### config.mk
export PLATFORM = sky130hd
export DESIGN_NAME = cache_fill_fsm_flat
export DESIGN_NICKNAME = d
export VERILOG_FILES = /design/src/rtl/cache_fill_fsm_if.sv /design/src/rtl/cache_fill_fsm.sv /design/src/flat_wrapper.sv
export SDC_FILE = /design/constraint.sdc
export NUM_CORES = 1
export LEC_CHECK = 0
export ABC_AREA = 1
export CAP_MARGIN = 25
export CORE_MARGIN = 2
export CORE_UTILIZATION = 30
export DETAILED_ROUTE_END_ITERATION = 12
export PLACE_DENSITY = 0.77
export SKIP_LAST_GASP = 1
export SLEW_MARGIN = 30
export SYNTH_ARGS = -nofsm -noshare
export SYNTH_HDL_FRONTEND = slang
export SYNTH_SLANG_ARGS = --single-unit
### constraint.sdc
create_clock -name clk -period 1.1 [get_ports clk]
set_input_delay 0.22 -clock clk [delete_from_list [all_inputs] [get_ports clk]]
set_output_delay 0.22 -clock clk [all_outputs]
set_load 0.02 [all_outputs]
### src/rtl/cache_fill_fsm_if.sv
// rtl/cache_fill_fsm_if.sv - miss request, memory return and array write signals of the fill controller
interface cache_fill_fsm_if #(
  parameter int ADDR_W = 16,
  parameter int WORDS  = 8
);
  localparam int IW = $clog2(WORDS);

  logic              miss_detected;
  logic [ADDR_W-1:0] miss_address;
  logic              memory_data_valid;
  logic [ADDR_W-1:0] memory_data;
  logic              fsm_busy;
  logic              mem_rd_en;
  logic [ADDR_W-1:0] memory_address;
  logic              write_data_array;
  logic              write_tag_array;
  logic [IW-1:0]     fill_word;
  logic [ADDR_W-1:0] fill_data;

  modport master (
    input  miss_detected, miss_address, memory_data_valid, memory_data,
    output fsm_busy, mem_rd_en, memory_address,
    output write_data_array, write_tag_array, fill_word, fill_data
  );

  modport slave (
    output miss_detected, miss_address, memory_data_valid, memory_data,
    input  fsm_busy, mem_rd_en, memory_address,
    input  write_data_array, write_tag_array, fill_word, fill_data
  );
endinterface

### src/rtl/cache_fill_fsm.sv
// rtl/cache_fill_fsm.sv - cache line fill controller: issues block reads, streams returns into data/tag arrays
module cache_fill_fsm #(
  parameter int ADDR_W = 16,
  parameter int WORDS  = 8
) (
  input  logic              clk,
  input  logic              rst,
  cache_fill_fsm_if.master  bus
);
  localparam int IW = $clog2(WORDS);

  typedef enum logic {IDLE, FILL} state_t;

  state_t            state, state_d;
  logic [ADDR_W-1:0] base, base_d;
  logic [IW:0]       issue_cnt, issue_d;
  logic [IW-1:0]     rcv_cnt, rcv_d;

  logic              busy, rd_en, wr_data, wr_tag;
  logic [ADDR_W-1:0] addr, data, offset;
  logic [IW-1:0]     word;

  always_ff @(posedge clk or negedge rst) begin
    if (!rst) begin
      state     <= IDLE;
      base      <= '0;
      issue_cnt <= '0;
      rcv_cnt   <= '0;
    end else begin
      state     <= state_d;
      base      <= base_d;
      issue_cnt <= issue_d;
      rcv_cnt   <= rcv_d;
    end
  end

  always_comb begin
    state_d = state;
    base_d  = base;
    issue_d = issue_cnt;
    rcv_d   = rcv_cnt;
    busy    = 1'b0;
    rd_en   = 1'b0;
    addr    = '0;
    offset  = '0;
    wr_data = 1'b0;
    wr_tag  = 1'b0;
    word    = '0;
    data    = '0;
    case (state)
      IDLE: begin
        if (bus.miss_detected) begin
          base_d        = bus.miss_address;
          base_d[IW:0]  = '0;
          issue_d       = '0;
          rcv_d         = '0;
          state_d       = FILL;
        end
      end
      FILL: begin
        busy  = 1'b1;
        rd_en = (issue_cnt < (IW+1)'(WORDS));
        if (rd_en) begin
          // word offset scaled to bytes; base is block aligned so no carry leaves the block
          offset[IW:1] = issue_cnt[IW-1:0];
          addr         = base + offset;
          issue_d      = issue_cnt + (IW+1)'(1);
        end
        wr_data = bus.memory_data_valid;
        word    = rcv_cnt;
        data    = bus.memory_data;
        if (bus.memory_data_valid) begin
          rcv_d = rcv_cnt + IW'(1);
          if (rcv_cnt == IW'(WORDS-1)) begin
            wr_tag  = 1'b1;
            state_d = IDLE;
            issue_d = '0;
            rcv_d   = '0;
          end
        end
      end
      default: state_d = IDLE;
    endcase
  end

  assign bus.fsm_busy         = busy;
  assign bus.mem_rd_en        = rd_en;
  assign bus.memory_address   = addr;
  assign bus.write_data_array = wr_data;
  assign bus.write_tag_array  = wr_tag;
  assign bus.fill_word        = word;
  assign bus.fill_data        = data;
endmodule

### src/flat_wrapper.sv
// flat-port wrapper written by rule: the top's interface ports become plain ports
module cache_fill_fsm_flat 
#(
  parameter int ADDR_W = 16,
  parameter int WORDS  = 8
)
  (clk, rst, bus_miss_detected, bus_miss_address, bus_memory_data_valid, bus_memory_data, bus_fsm_busy, bus_mem_rd_en, bus_memory_address, bus_write_data_array, bus_write_tag_array, bus_fill_word, bus_fill_data);
  cache_fill_fsm_if #(.ADDR_W(ADDR_W), .WORDS(WORDS)) bus_i ();
  input  logic clk;
  input  logic rst;
  input wire logic [$bits(bus_i.miss_detected)-1:0] bus_miss_detected;
  input wire logic [$bits(bus_i.miss_address)-1:0] bus_miss_address;
  input wire logic [$bits(bus_i.memory_data_valid)-1:0] bus_memory_data_valid;
  input wire logic [$bits(bus_i.memory_data)-1:0] bus_memory_data;
  output wire logic [$bits(bus_i.fsm_busy)-1:0] bus_fsm_busy;
  output wire logic [$bits(bus_i.mem_rd_en)-1:0] bus_mem_rd_en;
  output wire logic [$bits(bus_i.memory_address)-1:0] bus_memory_address;
  output wire logic [$bits(bus_i.write_data_array)-1:0] bus_write_data_array;
  output wire logic [$bits(bus_i.write_tag_array)-1:0] bus_write_tag_array;
  output wire logic [$bits(bus_i.fill_word)-1:0] bus_fill_word;
  output wire logic [$bits(bus_i.fill_data)-1:0] bus_fill_data;
  assign bus_i.miss_detected = bus_miss_detected;
  assign bus_i.miss_address = bus_miss_address;
  assign bus_i.memory_data_valid = bus_memory_data_valid;
  assign bus_i.memory_data = bus_memory_data;
  assign bus_fsm_busy = bus_i.fsm_busy;
  assign bus_mem_rd_en = bus_i.mem_rd_en;
  assign bus_memory_address = bus_i.memory_address;
  assign bus_write_data_array = bus_i.write_data_array;
  assign bus_write_tag_array = bus_i.write_tag_array;
  assign bus_fill_word = bus_i.fill_word;
  assign bus_fill_data = bus_i.fill_data;
  cache_fill_fsm #(.ADDR_W(ADDR_W), .WORDS(WORDS)) u_core (.clk(clk), .rst(rst), .bus(bus_i));
endmodule
Yosys cells after proc, flatten, opt, wreduce, memory -nomap -nowiden
Index checks and enable logic that the tools add are counted.
- latch bits: 0
- ROM bits: 0
- logic and storage cells: 37
- input port bits: 36
- output and inout port bits: 39
- bits in writable memories: 0
- bits in registers: 20
- memories kept: 0
- reduce and logical (&&, ||, !) cells: 2
- div/mod/pow operators: 0
- multiply operators: 0
- shift operators: 0
- $lt $le $gt $ge: 1
- multiplexer cells: 23
- bitwise gates (word level): 1
- add/sub/neg operators: 3
- equal/unequal tests: 3
- operator list (kind ; count):
    2-to-1 mux 16 bit ; 3
    adder 16 x 4 -> 16 bit ; 1
    2-to-1 mux 4 bit ; 4
    2-to-1 mux 3 bit ; 4
    2-to-1 mux 1 bit ; 9
    case mux 4 bit (2 select lines) ; 1
    case mux 3 bit (2 select lines) ; 1
    adder 4 x 1 -> 4 bit (second input constant) ; 1
    < comparator 4 bit (second input constant) ; 1
    != test 2 bit (second input constant) ; 2
    AND reduction 2 bit ; 2
    adder 3 x 1 -> 3 bit (second input constant) ; 1
    equality test 3 bit (second input constant) ; 1
    case mux 1 bit (2 select lines) ; 1
    inverter 1 bit ; 1

Longest topological paths before layout
Gate-level depths: netlist (run 1).
- depth in word-level cells: 5
- depth in mapped cells: 7
- gate-level depth less buffers: 7

Worst setup path before layout (run 1)
Ideal clock, no wire load.
- kind: register to output
- start point: register u_core.state
- end point: output bus_memory_address[10]
- cell stages (with the launch flop): 5
- path buffers: 2
- required time: 880 ps
- slack: -246 ps
- arrival: 1126 ps
- cell sequence: dfrtp_1 > buf_6 > nand2_2 > buf_6 > nor2_1
- word-level cells in the longest chain between the ends: 1
- ends and longest elaborated chain (element ; RTL line ; source):
    start: declaration ; cache_fill_fsm.sv:14 ; state_t state, state_d;
    start signal: assignment ; cache_fill_fsm.sv:30 ; state <= state_d;
    2-to-1 mux 16 bit ; cache_fill_fsm.sv:50 ; case (state)
    end: declaration ; flat_wrapper.sv:17 ; output wire logic [$bits(bus_i.memory_address)-1:0] bus_memory_address;
Every way passes these cells.

Worst setup path in the final report (run 1)
- start point: register u_core.state
- end point: output bus_fill_data[14]
- word-level cells in the longest chain between the ends: 1
- ends and longest elaborated chain (element ; RTL line ; source):
    2-to-1 mux 16 bit ; cache_fill_fsm.sv:50 ;
    end: declaration ; flat_wrapper.sv:21 ; output wire logic [$bits(bus_i.fill_data)-1:0] bus_fill_data;
Every way passes these cells.

==> results.cfg, run 1 <==
[layout]
fin_nets = 312
post-route-util = 0.710
area_growth_syn_to_layout_pct = 128
final_area_um2 = 2820
insertedDiodeCount = 0
final_cell_mix = buf_6, clkdlybuf4s50_1, buf_4
final_common_cell = buf_6
drive_gt1_frac = 0.642
instances_no_fill = 321

[power_and_ir_drop]
peakVddDrop_mv = 1.76
total_power_mw = 7.86
p_leak_nw = 1.38
power.density_nw_per_um2 = 2780

[die]
die-area_um2 = 4650
die-width_um = 68.2
start_util = 0.312
row_count = 23
die-height_um = 68.2
coreArea_um2 = 3970
io_pins = 75

[yosys]
synth_top_cells_by_area = dfrtp_1, nand2_1, inv_1
ys_ff_latch = 20
synth_top_area_share = 0.404
ys_types = 17
yosysSeqAreaShare = 0.404
yosysTopAreaCell = dfrtp_1
ys_warn_count = 0
syn_area_um2 = 1240
syn-num-nets = 209
syn_inst = 169
syn_avg_cell_area_um2 = 7.32

[clocking]
clock_sinks = 20
cts_buffers = 3
cts_buffer_depth = 2
cts-root-buf = clkbuf_8
clk_latency_ns = 0.26
htree_levels = 1
cts_tree = built
path_clk_slew_ns = 0.08

[sta]
min_period_over_period = 1.35
post-route-worst-setup-slack_ns = -0.386
grt_setup_unrepaired = yes
relSlewSlack = 0.420
hold_violations = 0
tightestPinTransition_ns = 0.869
finalSetupViolCount = 58
setup_tns_ns = -17.65
fin_worst_skew_ns = 0.00698
fmaxAchievable_ghz = 0.673
timing.final.max_slew_violations = 0
whs_ns = 0.296
fin_crit_ns = 1.49

[grt]
grt_pass1_wl_um = 6040
antenna_found_initial = 0
grt_max_degree = 21
overflow = 0
grt_pass1_vias = 1394
grt_use_total = 0.170

[setup_path]
regToRegEndpoint = u_core.base[13]
reg2reg_depth = 7
arrival_ns = 1.27
startpoint_type = flop
critPathMaxFanout = 5
endpoint_kind = output pin
r2r_start = u_core.state
critPathRequiredTime_ns = 0.88
r2r_slack_ns = -0.30
critPathKind = reg2out

[drt]
vias_per_cell = 4.40
wl_per_cell_um = 12.3
finalWirelength_um = 3960
dr_total_vias = 1412
route.detailed.drc = 0
first_pass_iters = 4
first_iter_violations = 29
ant_nets = 0

[outcome]
violations = setup timing
status = finished, violations left

[placed_design]
pre_cts_slack_ns = -0.648
hpwl_um = 2340
routabilityCongestion = 0.726
dp_cells = 305
placed_cell_area_um2 = 2220
io_buffers = 69

[job]
maxCapViolCount = 0

[min_path]
worstHoldPathType = in2async
-- how the worst max path moves through the flow --
stage | slack [ns] | from | end
2_1_floorplan | -0.11 | u_core.state | bus_mem_rd_en
3_3_place_gp | -0.61 | bus_memory_data_valid | bus_write_data_array
3_5_place_dp | -0.65 | u_core.issue_cnt[3] | bus_memory_address[15]
4_1_cts | -0.38 | u_core.state | bus_mem_rd_en
5_1_grt | -0.42 | u_core.state | bus_fill_data[14]
6_report | -0.39 | u_core.state | bus_fill_data[14]
-- critical path: stages (launching register included) --
cell and delay (ns):
dfrtp_2 0.46, buf_4 0.17, clkbuf_16 0.16, nand2_2 0.06, inv_2 0.04, buf_6 0.12
-- cell type report --
class	count	area [um2]
clock buffer	4	45.0
timing repair buffer	101	1070
multi-input combinational	104	970
tap	50	62.6
sequential	20	502
fill	312	1150
inverter	42	174
-- cell families after synthesis --
family | after synthesis | share of synthesized area
simple gates | 82 | 0.278
fa+ha+maj | 4 | 0.0404
compound gates | 13 | 0.0890
flops | 20 | 0.404
other cells | 1 | 0.00303
buf+inv | 49 | 0.185
-- flip-flops by register name (all words and copies together) (netlist names) --
name	cells
u_core.state	1
u_core.rcv_cnt	3
u_core.base	12
u_core.issue_cnt	4
-- power breakdown --
| part | internal [mW] | switching, mW |
|---|---|---|
| Clock | 0.258 | 0.236 |
| Sequential | 1.10 | 0.181 |
| Combinational | 2.95 | 3.13 |
-- routing by layer --
layer	up-vias	GRT usage	share of wire
met2	63	0.334	0.52
met4	0	0.0150	0.0025
met3	2	0.0378	0.096
li1	694	-	-
met5	-	0	0
met1	653	0.191	0.38
-- repair_timing --
| item | 4_1_cts | 5_1_grt |
|---|---|---|
| cloned | 5 | 2 |
| resized for setup | 257 | 57 |
| pin swaps | 12 | 9 |
| setup buffers | 5 | 2 |
| endpoints found under the setup margin | 58 | 58 |
| hold buffers | 0 | 0 |
-- Yosys cell counts --
cell	n
a21oi_2	12
buf_2	2
buf_4	1
buf_6	3
buf_8	1
conb_1	1
dfrtp_1	20
ha_1	4
inv_1	41
inv_6	1
nand2_1	45
nand2_2	1
nand2_8	1
nand3_1	6
nor2_1	25
nor2_2	4
o21ai_0	1
Power figures use the tool's default switching activity.
==> run 2: changes to the inputs <==
Settings changed: ABC_AREA 1 to not set, CORE_UTILIZATION 30 to 32, PLACE_DENSITY 0.77 to 0.82.
==> results.cfg, run 2 <==
[drt]
wl_per_cell_um = 13.7
ant_nets = 0
vias_per_cell = 4.66
first_iter_violations = 20
wl_met1_um = 1280
finalWirelength_um = 3310
first_pass_iters = 4
dr_total_vias = 1128
route.detailed.drc = 0
met3WireLength_um = 382
highest_layer = met4
wl_met2_um = 1640

[die]
coreArea_um2 = 3420
die-width_um = 64.3
io_pins = 75
start_util = 0.340
row_count = 21
die-area_um2 = 4130
die-height_um = 64.3

[power_and_ir_drop]
p_leak_nw = 1.12
power.density_nw_per_um2 = 2930
total_power_mw = 6.88
peakVddDrop_mv = 1.67

[grt]
overflow = 0
grt_max_degree = 27
antenna_found_initial = 0
grt_pass1_wl_um = 5020
grt_pass1_vias = 1134
grt_use_total = 0.153

[sta]
grt_setup_unrepaired = yes
hold_violations = 0
finalSetupViolCount = 58
timing.final.max_slew_violations = 0
setup_tns_ns = -21.94
fin_crit_ns = 1.58
fin_worst_skew_ns = 0.00922
whs_ns = 0.245
post-route-worst-setup-slack_ns = -0.477
fmaxAchievable_ghz = 0.634
min_period_over_period = 1.43

[layout]
largest_register_ffs = 12
fin_nets = 237
regMostFlops = u_core.base
insertedDiodeCount = 0
final_common_cell = buf_6
drive_gt1_frac = 0.653
final_cell_mix = buf_6, clkdlybuf4s50_1, and2_4
area_growth_syn_to_layout_pct = 102
top_regs = u_core.base: 12 flops, u_core.issue_cnt: 4 flops, u_core.rcv_cnt: 3 flops

[yosys]
synth_top_family_by_area = simple AND/OR/NAND/NOR gates
syn_area_um2 = 1160
synth_top_cells_by_area = dfrtp_1, and2_1, mux2_4
syn_inst = 101
yosysSeqAreaShare = 0.431
ys.flop_type = dfrtp_1
synth-simple-area-share = 0.254
async_reset_ff_frac = 1.00
synth_top_area_share = 0.431
synth_edf_count = 0
ys_types = 29
syn_avg_cell_area_um2 = 11.5
synth_most_common_cell = and2_1
ys_ff_latch = 20
syn-num-nets = 141
ys_warn_count = 0
synthMuxAreaShare = 0.154
synth-adder-area-share = 0.0431
yosys-top-cells-count = and2_1, dfrtp_1, mux2_4
synthXorXnorAreaFrac = 0
synth_compound_area_frac = 0.0721
yosysTopAreaCell = dfrtp_1

[setup_path]
arrival_ns = 1.36
startpoint_type = flop
critPathMaxFanout = 2
critPathRequiredTime_ns = 0.88
endpoint_kind = output pin
critPathKind = reg2out

[clocking]
clock_sinks = 20
cts_buffer_depth = 2
cts-root-buf = clkbuf_4
cts_tree = built
htree_levels = 1
clk_latency_ns = 0.29
path_clk_slew_ns = 0.12
cts_buffers = 3

[outcome]
violations = setup timing
status = finished, violations left

[min_path]
worstHoldPathType = in2async

[placed_design]
io_buffers = 69
hpwl_um = 2200
routabilityCongestion = 0.805

[job]
maxCapViolCount = 0
[run 2: area by class of cell]
| class | count | area, um2 |
|---|---|---|
| Clock buffer | 3 | 22.5 |
| Clock inverter | 1 | 30.0 |
| Fill cell | 251 | 1070 |
| Inverter | 2 | 7.51 |
| Multi-Input combinational cell | 74 | 719 |
| Sequential cell | 20 | 503 |
| Tap cell | 46 | 57.6 |
| Timing Repair Buffer | 96 | 1000 |
[run 2: path summary, 6_finish.rpt]
path                                       end  cells past startpoint              start  slack, ns
max                        bus_write_tag_array                      4  u_core.rcv_cnt[1]      -0.48
min                            u_core.base[13]                      2                rst       0.24
max reg2reg                    u_core.base[12]                      4       u_core.state      -0.41
min reg2reg                    u_core.base[11]                      1    u_core.base[11]       0.53
max in group asynchronous  u_core.issue_cnt[3]                      2                rst       0.71
min in group clk               u_core.base[11]                      1    u_core.base[11]       0.53
[run 2: cell families after synthesis]
logic type / count (synthesis)
adder cells (fa/ha/maj): 4
AND/OR/NAND/NOR: 46
flip-flops: 20
multiplexers: 13
other: 1
AO/OA/AOI/OAI: 9
buffers and inverters: 8
[run 2: repair_timing]
action | in CTS | in global routing
cloned | 2 | 2
hold buffers | 0 | 0
pin swaps | 11 | 7
buffers inserted | 4 | 2
setup endpoints to repair | 58 | 58
gates resized for setup | 198 | 44
[run 2: power breakdown]
group	leakage (nW)	internal (mW)	total (mW)	switching (mW)
combinational	0.858	2.97	4.91	1.94
sequential	0.237	1.10	1.38	0.275
clock	0.0279	0.368	0.585	0.217
[run 2: through the flow]
step | utilization | setup slack (ns) | instance area, um2 | cells
final | 0.686 | -0.477 | 2340 | 242
after global routing | 0.686 | -0.518 | 2340 | 242
after CTS | 0.634 | -0.482 | 2170 | 238
after detailed placement | 0.618 | -0.716 | 2110 | 229
after global placement | 0.618 | -0.673 | 2110 | 229
after floorplan | - | -0.189 | 1240 | 101
[run 2: critical path, cell delays in order (launching register included)]
cell and delay, ns:
dfrtp_1 0.41, ha_2 0.21, ha_4 0.16, and3_4 0.16, buf_6 0.12
[run 2: metal layers]
metal  vias up  global-route usage
li1        527                   -
met1       534               0.155
met2        65               0.286
met3         2              0.0634
met4         0              0.0426
met5         -                   0
==> run 3: changes to the inputs <==
Settings changed: GPL_TIMING_DRIVEN set to 0.
==> results.cfg, run 3 (synthesis gave the netlist of run 2 again) <==
[outcome]
status = finished, violations left
violations = setup timing

[layout]
largest_register_ffs = 12
final_cell_mix = buf_6, clkdlybuf4s50_1, and2_4
fillers = 269
drive_gt1_frac = 0.653
top_regs = u_core.base: 12 flops, u_core.issue_cnt: 4 flops, u_core.rcv_cnt: 3 flops
regMostFlops = u_core.base
final_common_cell = buf_6
insertedDiodeCount = 0
post-route-util = 0.671
area_growth_syn_to_layout_pct = 97.1
fin_nets = 234

[die]
io_pins = 75
die-area_um2 = 4130
die-width_um = 64.3
row_count = 21
coreArea_um2 = 3420
die-height_um = 64.3
start_util = 0.340

[setup_path]
cp_slowest_cell = dfrtp_1
startpoint_type = flop
critPathMaxFanout = 5
arrival_ns = 1.43
critPathRequiredTime_ns = 0.88
critPathMaxStageDelay_ns = 0.44
endpoint_kind = output pin
crit_path_frequent_cell = buf_6
critPathKind = reg2out
crit_chain = and2b_4 > buf_6 > and2_4 > buf_6

[power_and_ir_drop]
total_power_mw = 6.54
peakVddDrop_mv = 1.73
p_leak_nw = 1.09
power.density_nw_per_um2 = 2860

[drt]
route.detailed.drc = 0
highest_layer = met4
first_pass_iters = 2
ant_nets = 0
finalWirelength_um = 3150
wl_met2_um = 1490
wl_per_cell_um = 13.2
vias_per_cell = 4.61
first_iter_violations = 9
dr_total_vias = 1101
wl_met1_um = 1250
met3WireLength_um = 386

[clocking]
cts_tree = built
clock_sinks = 20
cts_buffers = 3
cts-root-buf = clkbuf_4
cts_buffer_depth = 2
path_clk_slew_ns = 0.11
htree_levels = 1
clk_latency_ns = 0.30

[placed_design]
io_buffers = 69
hpwl_um = 2100
pre_cts_slack_ns = -0.757
routabilityCongestion = 0.710

[sta]
whs_ns = 0.384
hold_violations = 0
fin_crit_ns = 1.65
timing.final.max_slew_violations = 0
grt_setup_unrepaired = yes
min_period_over_period = 1.50
fin_worst_skew_ns = 0.00117
fmaxAchievable_ghz = 0.604
post-route-worst-setup-slack_ns = -0.555
finalSetupViolCount = 58

[grt]
grt_pass1_vias = 1093
overflow = 0
grt_max_degree = 21
antenna_found_initial = 0
grt_use_total = 0.148
grt_pass1_wl_um = 4890

[job]
maxCapViolCount = 0

[min_path]
worstHoldPathType = in2async
[run 3: worst paths after layout]
| path | depth (start not counted) | endpoint | from | slack, ns |
|---|---|---|---|---|
| min in group clk | 2 | u_core.base[13] | bus_miss_address[13] | 0.52 |
| setup / recovery | 4 | bus_memory_address[14] | u_core.issue_cnt[3] | -0.55 |
| max in group asynchronous | 2 | u_core.state | rst | 0.38 |
| setup reg to reg | 6 | u_core.issue_cnt[1] | u_core.rcv_cnt[1] | -0.34 |
| hold / removal | 2 | u_core.base[15] | rst | 0.38 |
| hold reg to reg | 1 | u_core.base[5] | u_core.base[5] | 0.53 |
[run 3: final cells by class]
| cell class | count | area (um2) | area share |
|---|---|---|---|
| Multi-Input combinational cell | 73 | 728 | 0.318 |
| Sequential cell | 20 | 502 | 0.219 |
| Timing Repair Buffer | 89 | 910 | 0.397 |
| Clock buffer | 4 | 26.3 | 0.0115 |
| Buffer | 5 | 60.1 | 0.0262 |
| Inverter | 2 | 7.51 | 0.00328 |
| Tap cell | 46 | 57.6 | 0.0251 |
[run 3: repair_timing]
item,CTS,global route
hold endpoints to repair,0,20
hold buffers,0,1
buffers inserted,10,7
pin swaps,9,4
resized for setup,198,55
gates cloned,2,1
setup endpoints to repair,58,58
[run 3: power by group]
group | switching (mW) | internal (mW)
clock | 0.226 | 0.141
combinational | 1.88 | 2.90
sequential | 0.293 | 1.10
total | 2.40 | 4.14
[run 3: per-stage QoR]
stage | setup TNS (ns) | instances | cell area [um2]
2_1_floorplan | -4.65 | 101 | 1240
5_1_grt | -25.85 | 239 | 2290
4_1_cts | -23.73 | 232 | 2150
6_report | -22.69 | 239 | 2290
3_5_place_dp | -37.01 | 216 | 1990
3_3_place_gp | -34.47 | 216 | 1990
[run 3: worst max-delay path: cells and delay by family, from the launching register on]
family        cells  cell delay [ns]
buf+inv           2             0.24
flops             1             0.44
simple gates      2             0.45
[run 3: layer usage]
metal | vias to the layer above | GRT usage
met5 | - | 0
met2 | 67 | 0.257
met1 | 515 | 0.175
met3 | 2 | 0.0546
met4 | 0 | 0.0319
li1 | 517 | -
